<file path="config.mk">
export PLATFORM = sky130hd
export DESIGN_NAME = mat_result_uart_tx
export DESIGN_NICKNAME = d
export VERILOG_FILES = /design/src/rtl/mat_result_uart_tx.sv
export SDC_FILE = /design/constraint.sdc
export NUM_CORES = 1
export LEC_CHECK = 0
export BUFFER_PORTS_ARGS = -buffer_cell sky130_fd_sc_hd__buf_2
export CELL_PAD_IN_SITES_DETAIL_PLACEMENT = 1
export CELL_PAD_IN_SITES_GLOBAL_PLACEMENT = 1
export CORE_MARGIN = 2
export CORE_UTILIZATION = 30
export CTS_CLUSTER_DIAMETER = 80
export DETAILED_ROUTE_END_ITERATION = 7
export PLACE_DENSITY = 0.6
export SYNTH_ARGS = -nofsm -noshare
export SYNTH_HDL_FRONTEND = slang
export SYNTH_SLANG_ARGS = --single-unit
</file>
<file path="constraint.sdc">
create_clock -name clk -period 2.1 [get_ports clk]
set_clock_uncertainty 0.05 [all_clocks]
set_input_delay 0.525 -clock clk [delete_from_list [all_inputs] [get_ports clk]]
set_output_delay 0.525 -clock clk [all_outputs]
set_load 0.02 [all_outputs]
</file>
<file path="src/rtl/mat_result_uart_tx.sv">
// Serialises a captured 2x2 result (or an error marker) as a 4-byte UART packet:
// header, row0, row1, checksum. Frame is 8N1, and each bit lasts CLK_DIV enabled cycles.
module mat_result_uart_tx #(
    parameter int unsigned CLK_DIV = 16
) (
    input  logic       clk,
    input  logic       rst_n,
    input  logic       ena,
    input  logic       start,
    input  logic [7:0] res_row0,
    input  logic [7:0] res_row1,
    input  logic       err_in,
    output logic       tx,
    output logic       busy,
    output logic       done
);

    localparam logic [1:0] S_IDLE  = 2'd0;
    localparam logic [1:0] S_START = 2'd1;
    localparam logic [1:0] S_DATA  = 2'd2;
    localparam logic [1:0] S_STOP  = 2'd3;

    localparam logic [15:0] BAUD_LAST = 16'(CLK_DIV - 1);

    logic [1:0]  state;
    logic [15:0] baud_cnt;
    logic [2:0]  bit_idx;
    logic [1:0]  byte_idx;
    logic [7:0]  cap_row0;
    logic [7:0]  cap_row1;
    logic        cap_err;
    logic [7:0]  shreg;
    logic        tx_q;
    logic        busy_q;
    logic        done_q;
    logic [7:0]  cur_byte;
    logic        baud_tc;

    assign baud_tc = (baud_cnt == BAUD_LAST);

    // Row registers are zeroed at capture on error, so the checksum needs no special case.
    always_comb begin
        cur_byte = 8'h00;
        case (byte_idx)
            2'd0:    cur_byte = cap_err ? 8'hEE : 8'hA5;
            2'd1:    cur_byte = cap_row0;
            2'd2:    cur_byte = cap_row1;
            default: cur_byte = cap_row0 ^ cap_row1;
        endcase
    end

    always_ff @(posedge clk) begin
        if (!rst_n) begin
            state    <= S_IDLE;
            baud_cnt <= 16'd0;
            bit_idx  <= 3'd0;
            byte_idx <= 2'd0;
            cap_row0 <= 8'h00;
            cap_row1 <= 8'h00;
            cap_err  <= 1'b0;
            shreg    <= 8'h00;
            tx_q     <= 1'b1;
            busy_q   <= 1'b0;
            done_q   <= 1'b0;
        end else if (!ena) begin
            done_q <= 1'b0;
        end else begin
            done_q <= 1'b0;
            case (state)
                S_IDLE: begin
                    tx_q <= 1'b1;
                    if (start) begin
                        cap_row0 <= err_in ? 8'h00 : res_row0;
                        cap_row1 <= err_in ? 8'h00 : res_row1;
                        cap_err  <= err_in;
                        state    <= S_START;
                        tx_q     <= 1'b0;
                        busy_q   <= 1'b1;
                        baud_cnt <= 16'd0;
                        bit_idx  <= 3'd0;
                        byte_idx <= 2'd0;
                    end
                end
                S_START: begin
                    if (baud_tc) begin
                        baud_cnt <= 16'd0;
                        state    <= S_DATA;
                        bit_idx  <= 3'd0;
                        tx_q     <= cur_byte[0];
                        shreg    <= {1'b0, cur_byte[7:1]};
                    end else begin
                        baud_cnt <= baud_cnt + 16'd1;
                    end
                end
                S_DATA: begin
                    if (baud_tc) begin
                        baud_cnt <= 16'd0;
                        if (bit_idx == 3'd7) begin
                            state <= S_STOP;
                            tx_q  <= 1'b1;
                        end else begin
                            bit_idx <= bit_idx + 3'd1;
                            tx_q    <= shreg[0];
                            shreg   <= {1'b0, shreg[7:1]};
                        end
                    end else begin
                        baud_cnt <= baud_cnt + 16'd1;
                    end
                end
                S_STOP: begin
                    if (baud_tc) begin
                        baud_cnt <= 16'd0;
                        if (byte_idx == 2'd3) begin
                            state    <= S_IDLE;
                            byte_idx <= 2'd0;
                            busy_q   <= 1'b0;
                            done_q   <= 1'b1;
                        end else begin
                            byte_idx <= byte_idx + 2'd1;
                            state    <= S_START;
                            tx_q     <= 1'b0;
                        end
                    end else begin
                        baud_cnt <= baud_cnt + 16'd1;
                    end
                end
                default: state <= S_IDLE;
            endcase
        end
    end

    assign tx   = tx_q;
    assign busy = busy_q;
    // Masked so a pulse registered just before ena drops is never seen while paused.
    assign done = done_q & ena;

endmodule

</file>
== Yosys cells after proc, flatten, opt, wreduce, memory -nomap -nowiden ==
Index checks and enable logic that the tools add are counted.

* Reductions and logical operators: 15
* Eq/ne operators: 16
* $add $sub $neg: 3
* Bitwise logic cells: 2
* Muxes and demuxes: 39

{| class="wikitable"
|+ Operator list
! cell !! number
|-
| 2-to-1 mux 8 bit || 5
|-
| 2-to-1 mux 16 bit || 2
|-
| case mux 16 bit (2 select lines) || 1
|-
| case mux 8 bit (3 select lines) || 1
|-
| adder 16 x 1 -> 16 bit (second input constant) || 1
|-
| == test 16 x 4 -> 1 bit (second input constant) || 1
|-
| 2-to-1 mux 2 bit || 8
|-
| inequality test 2 bit (second input constant) || 8
|-
| case mux 8 bit (2 select lines) || 1
|-
| AND reduction 5 bit || 3
|-
| 2-to-1 mux 3 bit || 4
|-
| AND reduction 6 bit || 2
|-
| 2-to-1 mux 1 bit || 11
|-
| case mux 3 bit (3 select lines) || 1
|-
| == test 2 bit (second input constant) || 4
|-
| case mux 2 bit (4 select lines) || 1
|-
| AND reduction 4 bit || 2
|-
| XOR 8 bit || 1
|-
| 2-to-1 mux 7 bit || 1
|-
| == test 2 x 1 -> 1 bit (second input constant) || 2
|-
| logical NOT 2 bit || 2
|-
| case mux 1 bit (4 select lines) || 1
|-
| case mux 2 bit (2 select lines) || 1
|-
| nonzero test 2 bit || 2
|-
| 9 further kinds || 9
|}

* Input port bits: 21
* Logic and storage cells: 86
* Bits in registers: 51
* Output and inout bits: 3

== Logic depth before layout (Yosys ltp) ==
Gate-level depths: netlist of run 1.

* Word-level depth: 4
* Depth in mapped cells: 8

== Worst setup path before layout of run 1 ==
No wires, ideal clock.

* Path kind: register -> register
* Start: register baud_cnt[0]
* End: register bit_idx[0]
* Data arrival time: 1705 ps
* Required time: 1935 ps
* Buffers on the path: 0
* Cell stages (with the launch flop): 7
* Setup slack: 230 ps
* Period minus slack after synthesis: 1870 ps
* Cell sequence: dfxtp_1 > ha_1 > and3_1 > nand3_1 > or4_4 > and3_4 > o21a_1

* Word-level cells in the longest chain between the ends: 3
* Elaborated cells on any way between the ends: 4
* Those cells by class: eq/ne: 3; reduce/logical: 1

{| class="wikitable"
|+ RTL lines
! item !! line !! text
|-
| start: declaration || 26 || <nowiki>logic [15:0] baud_cnt;</nowiki>
|-
| start signal: assignment || 92 || <nowiki>baud_cnt <= baud_cnt + 16'd1;</nowiki>
|-
| start signal: assignment || 107 || <nowiki>baud_cnt <= baud_cnt + 16'd1;</nowiki>
|-
| start signal: assignment || 124 || <nowiki>baud_cnt <= baud_cnt + 16'd1;</nowiki>
|-
| == test 16 x 4 -> 1 bit * || 39 || <nowiki>assign baud_tc = (baud_cnt == BAUD_LAST);</nowiki>
|-
| inequality test 2 bit (no line) || -- ||
|-
| AND reduction 6 bit (no line) * || -- ||
|-
| end signal: assignment || 102 || <nowiki>bit_idx <= bit_idx + 3'd1;</nowiki>
|-
| end: declaration || 27 || <nowiki>logic [2:0] bit_idx;</nowiki>
|}

Mark *: on every way between the ends. The rest lies on a longest branch, timed or not.
A chain may end at the register's enable or synchronous reset.

== Worst setup path after layout of run 1 ==
* Start: register state[1]
* End: register bit_idx[0]

* Word-level cells in the longest chain between the ends: 3
* Elaborated cells on any way between the ends: 10
* Those cells by class: eq/ne: 6; mux: 1; reduce/logical: 3

{| class="wikitable"
|+ RTL lines
! item !! line !! text
|-
| start: declaration || 25 || <nowiki>logic [1:0] state;</nowiki>
|-
| start signal: assignment || 54 || <nowiki>state <= S_IDLE;</nowiki>
|-
| start signal: assignment || 76 || <nowiki>state <= S_START;</nowiki>
|-
| start signal: assignment || 87 || <nowiki>state <= S_DATA;</nowiki>
|-
| == test 2 bit (tied with other cells) || 69 || <nowiki>case (state)</nowiki>
|-
| inequality test 2 bit (no line) or nonzero test 3 bit (tied branches) || -- ||
|-
| AND reduction 6 bit (no line) || -- ||
|}

Parallel ways exist; a longest one is shown, timed or not.

==> results_dict.tcl, run 1 <==
set metrics [dict create \
    status "finished clean" \
    cp_max_fo 8 \
    tritoncts "yes" \
    avgRoutedWirePerCell_um 15.18 \
    synth_area_per_cell_sq_um 8.680 \
    slew_viol_final 0 \
    insertedDiodeCount 0 \
    synth_top_flop_cell "sky130_fd_sc_hd__dfxtp_1" \
    gp_routability_congestion 0.7860 \
    design.core.area_sq_um 9109 \
    grt.overflow.total 0 \
    grt_start_max_net_pins 35 \
    yosysUniqueCellTypes 47 \
    cts-hold-fix-buffers 0 \
    critPathMaxStageDelay_ns 0.55 \
    nNetsFinal 372 \
    leak_pwr_nw 1.153 \
    synth_cells 319 \
    synth_seq_area_share 0.3615 \
    io-pin-count 24 \
    syn2layout_area_growth_pct 12.61 \
    starting_utilization_of_the_core_area 0.3040 \
    port-buffer-count 23 \
    grt_antenna_before_repair 0 \
    worst-setup-path-type "register to register" \
    synth-async-reset-ratio 0 \
    final_common_cell "sky130_fd_sc_hd__dfxtp_1" \
    path_clk_slew_ns 0.11 \
    wirelength_um 6844 \
    crit_arrival_ns 2.19 \
    yosys.area.top_type "sky130_fd_sc_hd__dfxtp_1" \
    first_pass_iters 6 \
    post_route_cells_drive_above_1_share 0.1647 \
    worstMarginPinSlew_ns 0.5220 \
    total_number_of_vias 2303 \
    hold_path_class "register to register" \
    dp_hpwl_um 4942 \
    final.fill_count 1103 \
    numClockSinks 50 \
    ff_latch_area_sq_um 1002 \
    gr-usage-all-layers 0.1409 \
    drt_iter0_markers 75 \
    crit_buf_inv 1 \
    maxCapViolations 0 \
    mappedNetlistNets 352 \
    period_needed_ns 2.018 \
    cts_htree_levels 2 \
    fp-row-count 35 \
    totalNegativeSetupSlack_ns 0 \
    die-area_sq_um 10010 \
    synth.area.top_cells "sky130_fd_sc_hd__dfxtp_1 (36%), sky130_fd_sc_hd__nor2b_1 (7.2%), sky130_fd_sc_hd__ha_1 (5.4%)" \
    synth.yosys.warnings 0 \
    chipWidth_um 100.1 \
    fmaxAchievable_ghz 0.4955 \
    chipHeight_um 100.1 \
    drc_violations 0 \
    rsz_0062_raised_after_global_routing "no" \
    worst-endpoint-required_ns 2.27 \
    cts_buf_count 5 \
    powerDensity_nw_per_um2 597.6 \
    synth_enable_flop_cells 0 \
    worstSetupEndpointType "register" \
    timing.critical_path.cells "inv_1, ha_1, nand2b_2, nand2_4, or4_4, and3_4, o21a_1" \
    drtAntennaViolNets 0 \
    clock_latency_ns 0.31 \
    clock-root-buffer "sky130_fd_sc_hd__clkbuf_8" \
    fin_crit_sh 0.9610 \
    multi_input_area_sq_um 1660 \
    postSynthRegisterBits 50 \
    slowest_stage "sky130_fd_sc_hd__or4_4" \
    grt_pass1_vias 2229 \
    hold_violations 0 \
    report.final.setup_viol 0 \
    timing.critical_path.from_type "register" \
    netlist_area_sq_um 2769 \
    worst_hold_slack_ns 0.4222 \
    power.ir.vdd_worst_mv 0.2935 \
    clk_path_buf_depth 2 \
    yosys.area.top_type_share 0.3615 \
    route.detailed.vias_per_inst 5.106 \
    global_route_wire_length_before_repair_um 11410 \
    most-common-layout-cells "sky130_fd_sc_hd__dfxtp_1 (49), sky130_fd_sc_hd__nor2b_1 (32), sky130_fd_sc_hd__buf_2 (23), sky130_fd_sc_hd__a21oi_1 (22), sky130_fd_sc_hd__o21ai_0 (19)" \
    critical-path-top-delay-family "simple AND/OR/NAND/NOR gates" \
    max-slew-margin-rel 0.6488 \
]
kinds of logic after synthesis:
family / share of synthesized area
compound gates: 0.1573
xor+xnor: 0.05061
fa+ha+maj: 0.05422
buf+inv: 0.04247
flops: 0.3615
mux: 0.01085
simple gates: 0.3231
flip-flops by register name (all words and copies together), names as in the netlist:
| register | flops |
|---|---|
| baud_cnt | 16 |
| bit_idx | 3 |
| busy | 1 |
| byte_idx | 2 |
| cap_err | 1 |
| cap_row0 | 8 |
| cap_row1 | 8 |
| done_q | 1 |
| shreg | 7 |
| state | 2 |
| tx | 1 |
repair_timing:
item / CTS / global route
setup buffers: 0 / 1
gates resized for setup: 0 / 6
endpoints found under the setup margin: 0 / 22
Yosys cell counts, drive strengths merged (2+ instances only):
cell type and n:
dfxtp 50, nor2b 32, a21oi 22, o21ai 22, nand2 20, nor3b 17
nand3 15, nor2 15, xor2 13, clkbuf 12, ha 12, nand4 8
a21boi 7, and3 7, a31oi 6, inv 6, nor4 6, and2 5
buf 5, nand2b 4, nor3 4, o221ai 4, a22o 3, and4 3
mux2i 3, nand3b 3, o21a 3, xnor2 3, a32oi 2
per-layer routing:
metal / vias to the layer above / GRT usage / part of all wire
met1: 1115 / 0.2057 / 0.51
met3: 7 / 0.02228 / 0.021
met2: 18 / 0.2178 / 0.46
met4: 0 / 0.03477 / 0.010
li1: 1163 / - / -
met5: - / 0 / 0
worst paths after layout:
kind / startpoint / endpoint / slack (ns) / cells past startpoint
setup / recovery: state[1] / bit_idx[0] / 0.08 / 7
hold / removal: shreg[6] / shreg[5] / 0.42 / 2
setup reg to reg: state[1] / bit_idx[0] / 0.08 / 7
hold reg to reg: shreg[6] / shreg[5] / 0.42 / 2
worst reg2reg max path, stage by stage, from the launching register on:
cell and delay (ns):
sky130_fd_sc_hd__dfxtp_1 0.42, sky130_fd_sc_hd__inv_1 0.11, sky130_fd_sc_hd__ha_1 0.22, sky130_fd_sc_hd__nand2b_2 0.12
sky130_fd_sc_hd__nand2_4 0.09, sky130_fd_sc_hd__or4_4 0.55, sky130_fd_sc_hd__and3_4 0.19, sky130_fd_sc_hd__o21a_1 0.18
layout make-up:
class                   count  share of cell area
well taps                 111             0.04454
repair buffers             31             0.06421
multi-input cells         245              0.5325
inverters                   6            0.007223
clock inverters             3            0.008026
flip-flops and latches     50              0.3214
clock buffers               5             0.02207
where the power goes:
part           switching [W]  internal [W]  leakage, nW  total [W]
Clock               0.000367      0.000242       0.0447   0.000608
Combinational       0.000155      0.000106        0.704   0.000262
Sequential         0.0000207      0.000973        0.405   0.000993
metrics by stage:
stage | setup slack [ns] | power, W | util | instance area [sq um] | cells
final | 0.08196 | 0.001863 | 0.3423 | 3118 | 451
after global routing | 0.007677 | 0.001960 | 0.3423 | 3118 | 451
after global placement | 0.1367 | 0.001272 | 0.3286 | 2993 | 442
after detailed placement | 0.07954 | 0.001276 | 0.3286 | 2993 | 442
after floorplan | 0.2305 | 0.001199 | - | 2769 | 319
after CTS | 0.02734 | 0.001889 | 0.3389 | 3087 | 450
Power figures use the tool's default switching activity.
==> run 2, diff against run 1 <==
--- a/config.mk
+++ b/config.mk
@@ -6,6 +6,7 @@
 export NUM_CORES = 1
 export LEC_CHECK = 0
 export BUFFER_PORTS_ARGS = -buffer_cell sky130_fd_sc_hd__buf_2
+export CAP_MARGIN = 20
 export CELL_PAD_IN_SITES_DETAIL_PLACEMENT = 1
 export CELL_PAD_IN_SITES_GLOBAL_PLACEMENT = 1
 export CORE_MARGIN = 2
@@ -13,6 +14,7 @@
 export CTS_CLUSTER_DIAMETER = 80
 export DETAILED_ROUTE_END_ITERATION = 7
 export PLACE_DENSITY = 0.6
+export RECOVER_POWER = 50
 export SYNTH_ARGS = -nofsm -noshare
 export SYNTH_HDL_FRONTEND = slang
 export SYNTH_SLANG_ARGS = --single-unit
==> run 2 against run 1 <==
Net effect: routed wire length fell by 0.47%; cell area fell by 0.56%; final cell count did not move; core utilization fell by 0.19 points; clock-buffer cell count did not move; fmax barely moved; sequential power barely moved; register-to-register slack barely moved; global-route usage did not move; non-clock buffer count did not move; worst setup slack barely moved; combinational power fell by 3%; critical endpoint unchanged; largest power group unchanged.
==> results_dict.tcl, run 2 (same netlist as run 1, synthesis figures left out) <==
set metrics [dict create \
    design.core.area_sq_um 9109 \
    maxCapViolations 0 \
    die-area_sq_um 10010 \
    clock-root-buffer "sky130_fd_sc_hd__clkbuf_8" \
    gp_routability_congestion 0.7860 \
    numClockSinks 50 \
    cts_htree_levels 2 \
    path_clk_slew_ns 0.11 \
    top_register "baud_cnt" \
    syn2layout_area_growth_pct 11.97 \
    avgRoutedWirePerCell_um 15.10 \
    gr-usage-all-layers 0.1409 \
    nNetsFinal 372 \
    wirelength_um 6812 \
    rsz_0062_raised_after_global_routing "no" \
    powerDensity_nw_per_um2 597.8 \
    starting_utilization_of_the_core_area 0.3040 \
    grt_antenna_before_repair 0 \
    first_pass_iters 6 \
    hold_violations 0 \
    period_needed_ns 2.018 \
    io-pin-count 24 \
    worstSetupEndpointType "register" \
    clk_path_buf_depth 2 \
    grt_pass1_vias 2229 \
    worst-endpoint-required_ns 2.27 \
    status "finished clean" \
    max-slew-margin-rel 0.5729 \
    tritoncts "yes" \
    cts_buf_count 5 \
    final_common_cell "sky130_fd_sc_hd__dfxtp_1" \
    grt.overflow.total 0 \
    drc_violations 0 \
    most-common-layout-cells "sky130_fd_sc_hd__dfxtp_1 (49), sky130_fd_sc_hd__nor2b_1 (32), sky130_fd_sc_hd__a21oi_1 (22), sky130_fd_sc_hd__buf_2 (21), sky130_fd_sc_hd__o21ai_0 (19)" \
    drt_iter0_markers 78 \
    detailedPlace.worstSlack_ns 0.07954 \
    cts-hold-fix-buffers 0 \
    insertedDiodeCount 0 \
    fp-row-count 35 \
    slew_viol_final 0 \
    fmaxAchievable_ghz 0.4956 \
    total_number_of_vias 2310 \
    flip_flop_count_of_the_largest_register_after_layout 16 \
    post_layout_worst_setup_margin_ns 0.08218 \
    worst-setup-path-type "register to register" \
    chipHeight_um 100.1 \
    chipWidth_um 100.1 \
    reg.largest.list "baud_cnt: 16 flops, cap_row0: 8 flops, cap_row1: 8 flops" \
    leak_pwr_nw 1.140 \
    post_route_cells_drive_above_1_share 0.1588 \
    port-buffer-count 23 \
    crit_arrival_ns 2.19 \
    report.final.setup_viol 0 \
    hold_path_class "register to register" \
    grt_start_max_net_pins 35 \
    global_route_wire_length_before_repair_um 11410 \
    dp_hpwl_um 4942 \
    clock_latency_ns 0.31 \
    fin_crit_sh 0.9609 \
    power.ir.vdd_worst_mv 0.2916 \
    route.detailed.vias_per_inst 5.122 \
    totalNegativeSetupSlack_ns 0 \
    cp_max_fo 8 \
    drtAntennaViolNets 0 \
    timing.critical_path.from_type "register" \
    worstMarginPinSlew_ns 0.6407 \
]
## run 2: changes by cell type in the layout (fill, tap and decap cells not counted), sizes merged
| cell | change |
|---|---|
| buf | -3 |
| clkbuf | +3 |
## run 2: per-stage QoR
step	utilization	cells	power (W)	cell area (sq um)	hold slack, ns
6_report	0.3404	451	0.001853	3100	0.4222
5_1_grt	0.3404	451	0.001951	3100	0.4557
4_1_cts	0.3389	450	0.001889	3087	0.4272
3_5_place_dp	0.3286	442	0.001276	2993	0.4102
3_3_place_gp	0.3286	442	0.001272	2993	0.4053
2_1_floorplan	-	319	0.001199	2769	0.3887
## run 2: timing repair
action	CTS	global route
endpoints found under the setup margin	0	22
hold endpoints to repair	0	0
setup buffers	0	1
resized for setup	0	6
## run 2: final cells by class
| cell class | instances | area (sq um) |
|---|---|---|
| clock inverters | 3 | 25.02 |
| repair buffers | 31 | 182.7 |
| well taps | 111 | 138.9 |
| clock buffers | 5 | 68.82 |
| multi-input cells | 245 | 1660 |
| flip-flops and latches | 50 | 1002 |
| inverters | 6 | 22.52 |
| fillers | 1104 | 6008 |
## run 2: path summary, 6_finish.rpt
| kind | slack, ns | from | end | depth (start not counted) |
|---|---|---|---|---|
| worst max-delay path | 0.08 | state[1] | bit_idx[0] | 7 |
| worst min-delay path | 0.42 | shreg[6] | shreg[5] | 2 |
| worst max register to register | 0.08 | state[1] | bit_idx[0] | 7 |
| worst min register to register | 0.42 | shreg[6] | shreg[5] | 2 |
## run 2: layer usage
layer | routed length [um] | GRT usage | up-vias
li1 | - | - | 1164
met1 | 3468 | 0.2057 | 1123
met2 | 3138 | 0.2178 | 16
met3 | 135 | 0.02228 | 7
met4 | 69 | 0.03477 | 0
met5 | 0 | 0 | -
## run 2: power by group
group | internal (W) | switching, W | total (W)
registers | 0.000973 | 0.0000205 | 0.000993
clock network | 0.000242 | 0.000365 | 0.000607
logic | 0.0000990 | 0.000154 | 0.000253
## run 2: worst max-delay path, cell delays in order (launching register included)
cell,delay (ns)
sky130_fd_sc_hd__dfxtp_1,0.42
sky130_fd_sc_hd__inv_1,0.11
sky130_fd_sc_hd__ha_1,0.22
sky130_fd_sc_hd__nand2b_2,0.12
sky130_fd_sc_hd__nand2_4,0.09
sky130_fd_sc_hd__or4_4,0.55
sky130_fd_sc_hd__and3_4,0.19
sky130_fd_sc_hd__o21a_1,0.18
